$ cat src/rtl/instruction_encode_loader_pkg.sv
// miniRISC ISA constants shared by the instruction field decoder and the encode loader.
package instruction_encode_loader_pkg;

  typedef enum logic [1:0] {
    FMT_R = 2'd0,
    FMT_I = 2'd1,
    FMT_B = 2'd2,
    FMT_J = 2'd3
  } fmt_e;

  typedef enum logic [1:0] {
    ST_IDLE = 2'd0,
    ST_LOAD = 2'd1,
    ST_FIN  = 2'd2
  } state_e;

  localparam int OPC_HI    = 31, OPC_LO    = 26;
  localparam int RS_HI     = 25, RS_LO     = 21;
  localparam int RT_HI     = 20, RT_LO     = 16;
  localparam int SHAMT_HI  = 15, SHAMT_LO  = 11;
  localparam int FUNC_HI   = 4,  FUNC_LO   = 0;
  localparam int IMM_HI    = 15, IMM_LO    = 0;
  localparam int LABEL1_HI = 15, LABEL1_LO = 0;
  localparam int LABEL0_HI = 25, LABEL0_LO = 0;

endpackage

$ cat src/rtl/instruction_encode_loader_pack.sv
// Combinational packer: format tag plus decoded fields to one 32-bit miniRISC word.
module instruction_pack
  import instruction_encode_loader_pkg::*;
(
  input  logic [1:0]  fmt,
  input  logic [5:0]  opcode,
  input  logic [4:0]  rs,
  input  logic [4:0]  rt,
  input  logic [4:0]  shamt,
  input  logic [4:0]  func,
  input  logic [15:0] imm,
  input  logic [15:0] label1,
  input  logic [25:0] label0,
  output logic [31:0] word
);

  always_comb begin
    word = '0;
    word[OPC_HI:OPC_LO] = opcode;
    case (fmt)
      FMT_R: begin
        word[RS_HI:RS_LO]       = rs;
        word[RT_HI:RT_LO]       = rt;
        word[SHAMT_HI:SHAMT_LO] = shamt;
        word[FUNC_HI:FUNC_LO]   = func;
      end
      FMT_I: begin
        word[RS_HI:RS_LO]   = rs;
        word[RT_HI:RT_LO]   = rt;
        word[IMM_HI:IMM_LO] = imm;
      end
      FMT_B: begin
        word[RS_HI:RS_LO]         = rs;
        word[LABEL1_HI:LABEL1_LO] = label1;
      end
      default: word[LABEL0_HI:LABEL0_LO] = label0;
    endcase
  end

endmodule

$ cat src/rtl/instruction_encode_loader.sv
// Packs field tuples into instruction words and streams them into imem from a base address.
module instruction_encode_loader
  import instruction_encode_loader_pkg::*;
#(
  parameter int ADDR_W = 10,
  parameter int CNT_W  = 11
) (
  input  logic              clk,
  input  logic              rst_n,
  input  logic              start,
  input  logic [ADDR_W-1:0] base_addr,
  input  logic [CNT_W-1:0]  word_count,
  input  logic              in_valid,
  output logic              in_ready,
  input  logic [1:0]        fmt,
  input  logic [5:0]        opcode,
  input  logic [4:0]        rs,
  input  logic [4:0]        rt,
  input  logic [4:0]        shamt,
  input  logic [4:0]        func,
  input  logic [15:0]       imm,
  input  logic [15:0]       label1,
  input  logic [25:0]       label0,
  output logic              imem_we,
  output logic [ADDR_W-1:0] imem_addr,
  output logic [31:0]       imem_wdata,
  output logic              busy,
  output logic              done,
  output logic              wrap_err
);

  state_e              state_q, state_d;
  logic [ADDR_W-1:0]   addr_q, addr_d, waddr_q, waddr_d;
  logic [CNT_W-1:0]    rem_q, rem_d;
  logic [31:0]         wdata_q, wdata_d, packed_word;
  logic                we_q, we_d, wrap_q, wrap_d, xfer;

  instruction_pack u_pack (
    .fmt(fmt), .opcode(opcode), .rs(rs), .rt(rt), .shamt(shamt), .func(func),
    .imm(imm), .label1(label1), .label0(label0), .word(packed_word)
  );

  assign in_ready = (state_q == ST_LOAD) && (rem_q != '0);
  assign xfer     = in_ready && in_valid;

  always_comb begin
    state_d = state_q;
    addr_d  = addr_q;
    rem_d   = rem_q;
    waddr_d = waddr_q;
    wdata_d = wdata_q;
    wrap_d  = wrap_q;
    we_d    = 1'b0;
    case (state_q)
      ST_IDLE: if (start) begin
        addr_d  = base_addr;
        rem_d   = word_count;
        wrap_d  = 1'b0;
        state_d = (word_count == '0) ? ST_FIN : ST_LOAD;
      end
      ST_LOAD: if (xfer) begin
        we_d    = 1'b1;
        waddr_d = addr_q;
        wdata_d = packed_word;
        addr_d  = addr_q + 1'b1;
        rem_d   = rem_q - 1'b1;
        // Only a wrap with words still to come is an error; ending on the top address is fine.
        if ((&addr_q) && (rem_q != CNT_W'(1))) wrap_d = 1'b1;
        if (rem_q == CNT_W'(1)) state_d = ST_FIN;
      end
      ST_FIN:  state_d = ST_IDLE;
      default: state_d = ST_IDLE;
    endcase
  end

  always_ff @(posedge clk or negedge rst_n) begin
    if (!rst_n) begin
      state_q <= ST_IDLE;
      addr_q  <= '0;
      rem_q   <= '0;
      waddr_q <= '0;
      wdata_q <= '0;
      we_q    <= 1'b0;
      wrap_q  <= 1'b0;
    end else begin
      state_q <= state_d;
      addr_q  <= addr_d;
      rem_q   <= rem_d;
      waddr_q <= waddr_d;
      wdata_q <= wdata_d;
      we_q    <= we_d;
      wrap_q  <= wrap_d;
    end
  end

  assign imem_we    = we_q;
  assign imem_addr  = waddr_q;
  assign imem_wdata = wdata_q;
  assign busy       = (state_q != ST_IDLE);
  assign done       = (state_q == ST_FIN);
  assign wrap_err   = wrap_q;

endmodule

$ cat config.mk
export PLATFORM = sky130hd
export DESIGN_NAME = instruction_encode_loader
export DESIGN_NICKNAME = d
export VERILOG_FILES = /design/src/rtl/instruction_encode_loader_pkg.sv /design/src/rtl/instruction_encode_loader_pack.sv /design/src/rtl/instruction_encode_loader.sv
export SDC_FILE = /design/constraint.sdc
export NUM_CORES = 1
export LEC_CHECK = 0
export BUFFER_PORTS_ARGS = -buffer_cell sky130_fd_sc_hd__buf_4
export CAP_MARGIN = 20
export CORE_MARGIN = 2
export CORE_UTILIZATION = 50
export CTS_BUF_LIST = sky130_fd_sc_hd__clkbuf_2 sky130_fd_sc_hd__clkbuf_4 sky130_fd_sc_hd__clkbuf_8
export CTS_CLUSTER_SIZE = 14
export DETAILED_ROUTE_END_ITERATION = 7
export GPL_TIMING_DRIVEN = 0
export PLACE_DENSITY_LB_ADDON = 0.15
export SLEW_MARGIN = 20
export SYNTH_ARGS = -nofsm -noshare
export SYNTH_HDL_FRONTEND = slang
export SYNTH_HIERARCHICAL = 1
export SYNTH_SLANG_ARGS = --single-unit
$ cat constraint.sdc
create_clock -name clk -period 2.3 [get_ports clk]
set_input_delay 0 -clock clk [delete_from_list [all_inputs] [get_ports clk]]
set_output_delay 0 -clock clk [all_outputs]
set_load 0.01 [all_outputs]
==> impl_metrics.env <==
export IMPL_route_vias_total=3578
export IMPL_worstRegToRegCells=6
export IMPL_dp_cells=593
export IMPL_p_sw_share_pct=38.9
export IMPL_yosysMostFrequentCell="dfrtp_1"
export IMPL_syn_to_final_growth_pct=45.4
export IMPL_clkTransAtPathRegs_ps=80
export IMPL_gp_congestion=0.905
export IMPL_power_w=0.00648
export IMPL_antenna_found_initial=0
export IMPL_io_buffers=149
export IMPL_critical_path_class="reg -> reg"
export IMPL_internal_power_w=0.00396
export IMPL_start_kind="flip-flop"
export IMPL_route_met3_wl_um=1120
export IMPL_cap_viol_max_count=0
export IMPL_insertion_delay_ps=360
export IMPL_crit_buf_inv=1
export IMPL_critPathTopFamily="simple AND/OR/NAND/NOR gates"
export IMPL_fmax_mhz=483
export IMPL_top_layer="met4"
export IMPL_endpoint_kind="flip-flop"
export IMPL_seq_area_sq_um=1680
export IMPL_ctsResizeCount=0
export IMPL_synth_seq_area_share_pct=43.1
export IMPL_hold_viol=0
export IMPL_drtIter0Drc=184
export IMPL_final_min_period_over_clock_period_pct=90.1
export IMPL_fin_skew_ps=12.7
export IMPL_pwr_share_seq_pct=33.7
export IMPL_min_path_cells=4
export IMPL_setup_viol=0
export IMPL_finalMaxSlewViolations=0
export IMPL_wl_met1_um=4110
export IMPL_clkSinkCount=67
export IMPL_clock_root_buffer="clkbuf_8"
export IMPL_synth_top_area_share_pct=43.1
export IMPL_timing_setup_tns_ps=0
export IMPL_multi_input_area_sq_um=1950
export IMPL_syn_instance_count=342
export IMPL_routed_wl_um=10800
export IMPL_cts_buffers=9
export IMPL_finalNetCount=649
export IMPL_synth_area_top_cells="dfrtp_1 43%, mux2_2 15%, mux4_2 3.5%"
export IMPL_tightest_slew_ps=824
export IMPL_pwr_share_clk_pct=15.5
export IMPL_post_route_cell_area_sq_um=5660
export IMPL_layout_drive_gt1_share_pct=48.4
export IMPL_syn_nets=457
export IMPL_gr_total_overflow=0
export IMPL_worst_slack_ps=228
export IMPL_period_needed_ps=2070
export IMPL_rsz0062_at_grt="false"
export IMPL_wl_met2_um=5360
export IMPL_clockBufferDepth=2
export IMPL_synth_area_sq_um=3890
export IMPL_yosysWarnings=6
export IMPL_path_cells="inv_1 -> ha_1 -> or3b_2 -> nor4b_2 -> mux2i_1 -> nor3_1"
export IMPL_synthFlopType="dfrtp_1"
export IMPL_core_area_sq_um=7650
export IMPL_avgViaCountPerCell=5.58
export IMPL_synth_area_per_cell_sq_um=11.4
export IMPL_cp_max_fo=5
export IMPL_htree_num_levels=3
export IMPL_drc=0
export IMPL_die_h_um=92.2
export IMPL_r2r_slack_ps=230
export IMPL_ant_nets=0
export IMPL_p_sw_w=0.00252
export IMPL_grt_pass1_wl_um=17300
export IMPL_ios=158
export IMPL_cts_tree="built"
export IMPL_max_vdd_ir_drop_mv=0.453
export IMPL_grt_pass1_vias=3660
export IMPL_die_area_sq_um=8500
export IMPL_ys_types=52
export IMPL_avgRoutedWirePerCell_um=16.8
export IMPL_status="finished clean"
export IMPL_grt_usage_pct=26.2
export IMPL_placed_area_sq_um=5130
export IMPL_synth_edf_count=0
export IMPL_power_density_nw_per_um2=1150
export IMPL_instances_no_fill=641
export IMPL_grt_max_degree=68
export IMPL_die_w_um=92.2
export IMPL_dp_hpwl_um=7870
export IMPL_antenna_diode_count=0
export IMPL_n_fill_cell=558
export IMPL_synthArstFlopShare_pct=100
export IMPL_max_stage_delay_ps=540
export IMPL_critPathSlowestCell="or3b_2"
export IMPL_netlist_top_cells_count="67 x dfrtp_1, 52 x mux2_2, 18 x nand2_1, 16 x a21oi_1, 13 x o21ai_0"
export IMPL_fp_row_count=32
export IMPL_p_leak_nw=2.60
export IMPL_synth_top_cell_by_area="dfrtp_1"
export IMPL_dpl_worst_slack_ps=244
export IMPL_first_pass_iters=5
export IMPL_crit_arrival_ps=2310
export IMPL_start_util_pct=50.9
export IMPL_synth_seq_cells=67
export IMPL_cp_depth=6
export IMPL_min_path_type="in -> reg"
export IMPL_cp_required_ps=2540
export IMPL_max_slew_margin_rel_pct=45.0
export IMPL_pwr_share_comb_pct=50.8
## final cells by class
cell class / count / share of cell area (%)
buffer: 30 / 4.00
multi-input combinational: 235 / 34.4
inverter: 10 / 0.664
tap: 102 / 2.26
clock buffer: 9 / 2.19
clock inverter: 7 / 1.35
timing repair buffer: 181 / 25.4
sequential: 67 / 29.6
## tightest hold or removal path, stage by stage
cell	delay (ps)
buf_4	70
nand3_1	60
o21ai_0	60
mux2_2	140
## logic make-up (layout without fill, tap and decap cells)
family                     after synthesis  count (layout)  synth area share (%)
and+or+nand+nor                         86              86                  12.9
AOI/OAI and AO/OA                       80              80                  13.9
DFF                                     67              67                  43.1
muxes                                   65              65                  22.0
buffers and inverters                   40             237                  6.79
adders and majority gates                4               4                  1.29
## worst paths after layout
path	end	start
setup / recovery	rem_q[10]	rem_q[0]
hold / removal	imem_wdata[19]	label0[19]
setup reg to reg	rem_q[10]	rem_q[0]
hold reg to reg	imem_wdata[10]	imem_wdata[10]
max in group asynchronous	imem_wdata[6]	rst_n
min in group asynchronous	imem_addr[4]	rst_n
## state kept, by name, indices dropped and copies added, names as in the netlist
name,flops
imem_wdata,32
rem_q,11
addr_q,10
imem_addr,10
state_q,2
imem_we,1
wrap_err,1
## layer usage
layer | global-route usage [%] | up-vias
met5 | 0 | -
met4 | 8.08 | 0
met3 | 8.87 | 16
met2 | 44.2 | 188
met1 | 31.7 | 1702
li1 | - | 1672
## timing repair
action / 4_1_cts / 5_1_grt
hold buffers: 32 / 0
endpoints found under the hold margin: 97 / 0
buffers inserted: 0 / 0
## metrics by stage
stage	utilization, %	hold WS [ps]
after floorplan	-	-296
after global placement	67.1	164
after detailed placement	67.1	159
after CTS	74.0	1.54
after global routing	74.0	14.9
final	74.0	10.5
## power by group through the flow
| stage | Sequential, W | Clock [W] | Combinational, W |
|---|---|---|---|
| after CTS | 0.00218 | 0.00102 | 0.00330 |
| final | 0.00218 | 0.00101 | 0.00329 |
| after floorplan | 0.00230 | 0 | 0.00184 |
| after global routing | 0.00227 | 0.00107 | 0.00358 |
| after global placement | 0.00217 | 0 | 0.00317 |
| after detailed placement | 0.00220 | 0 | 0.00325 |
## cells in the final DEF (no fill, tap or decap), types with 4 or more instances in the layout
cell,instances
buf_4,157
dfrtp_1,67
mux2_2,52
dlygate4sd3_1,32
nand2_1,18
a21oi_1,16
o21ai_0,13
nand3_1,12
nor3_1,11
a31oi_1,11
inv_1,10
nor2_1,10
o31ai_1,9
clkbuf_8,9
buf_6,8
clkbuf_1,7
buf_2,6
mux4_2,6
a22o_1,6
o2bb2ai_1,5
o22ai_1,5
nor4_1,4
or3_1,4
ha_1,4
mux4_1,4
No activity file was read; power rests on OpenSTA's default activity.
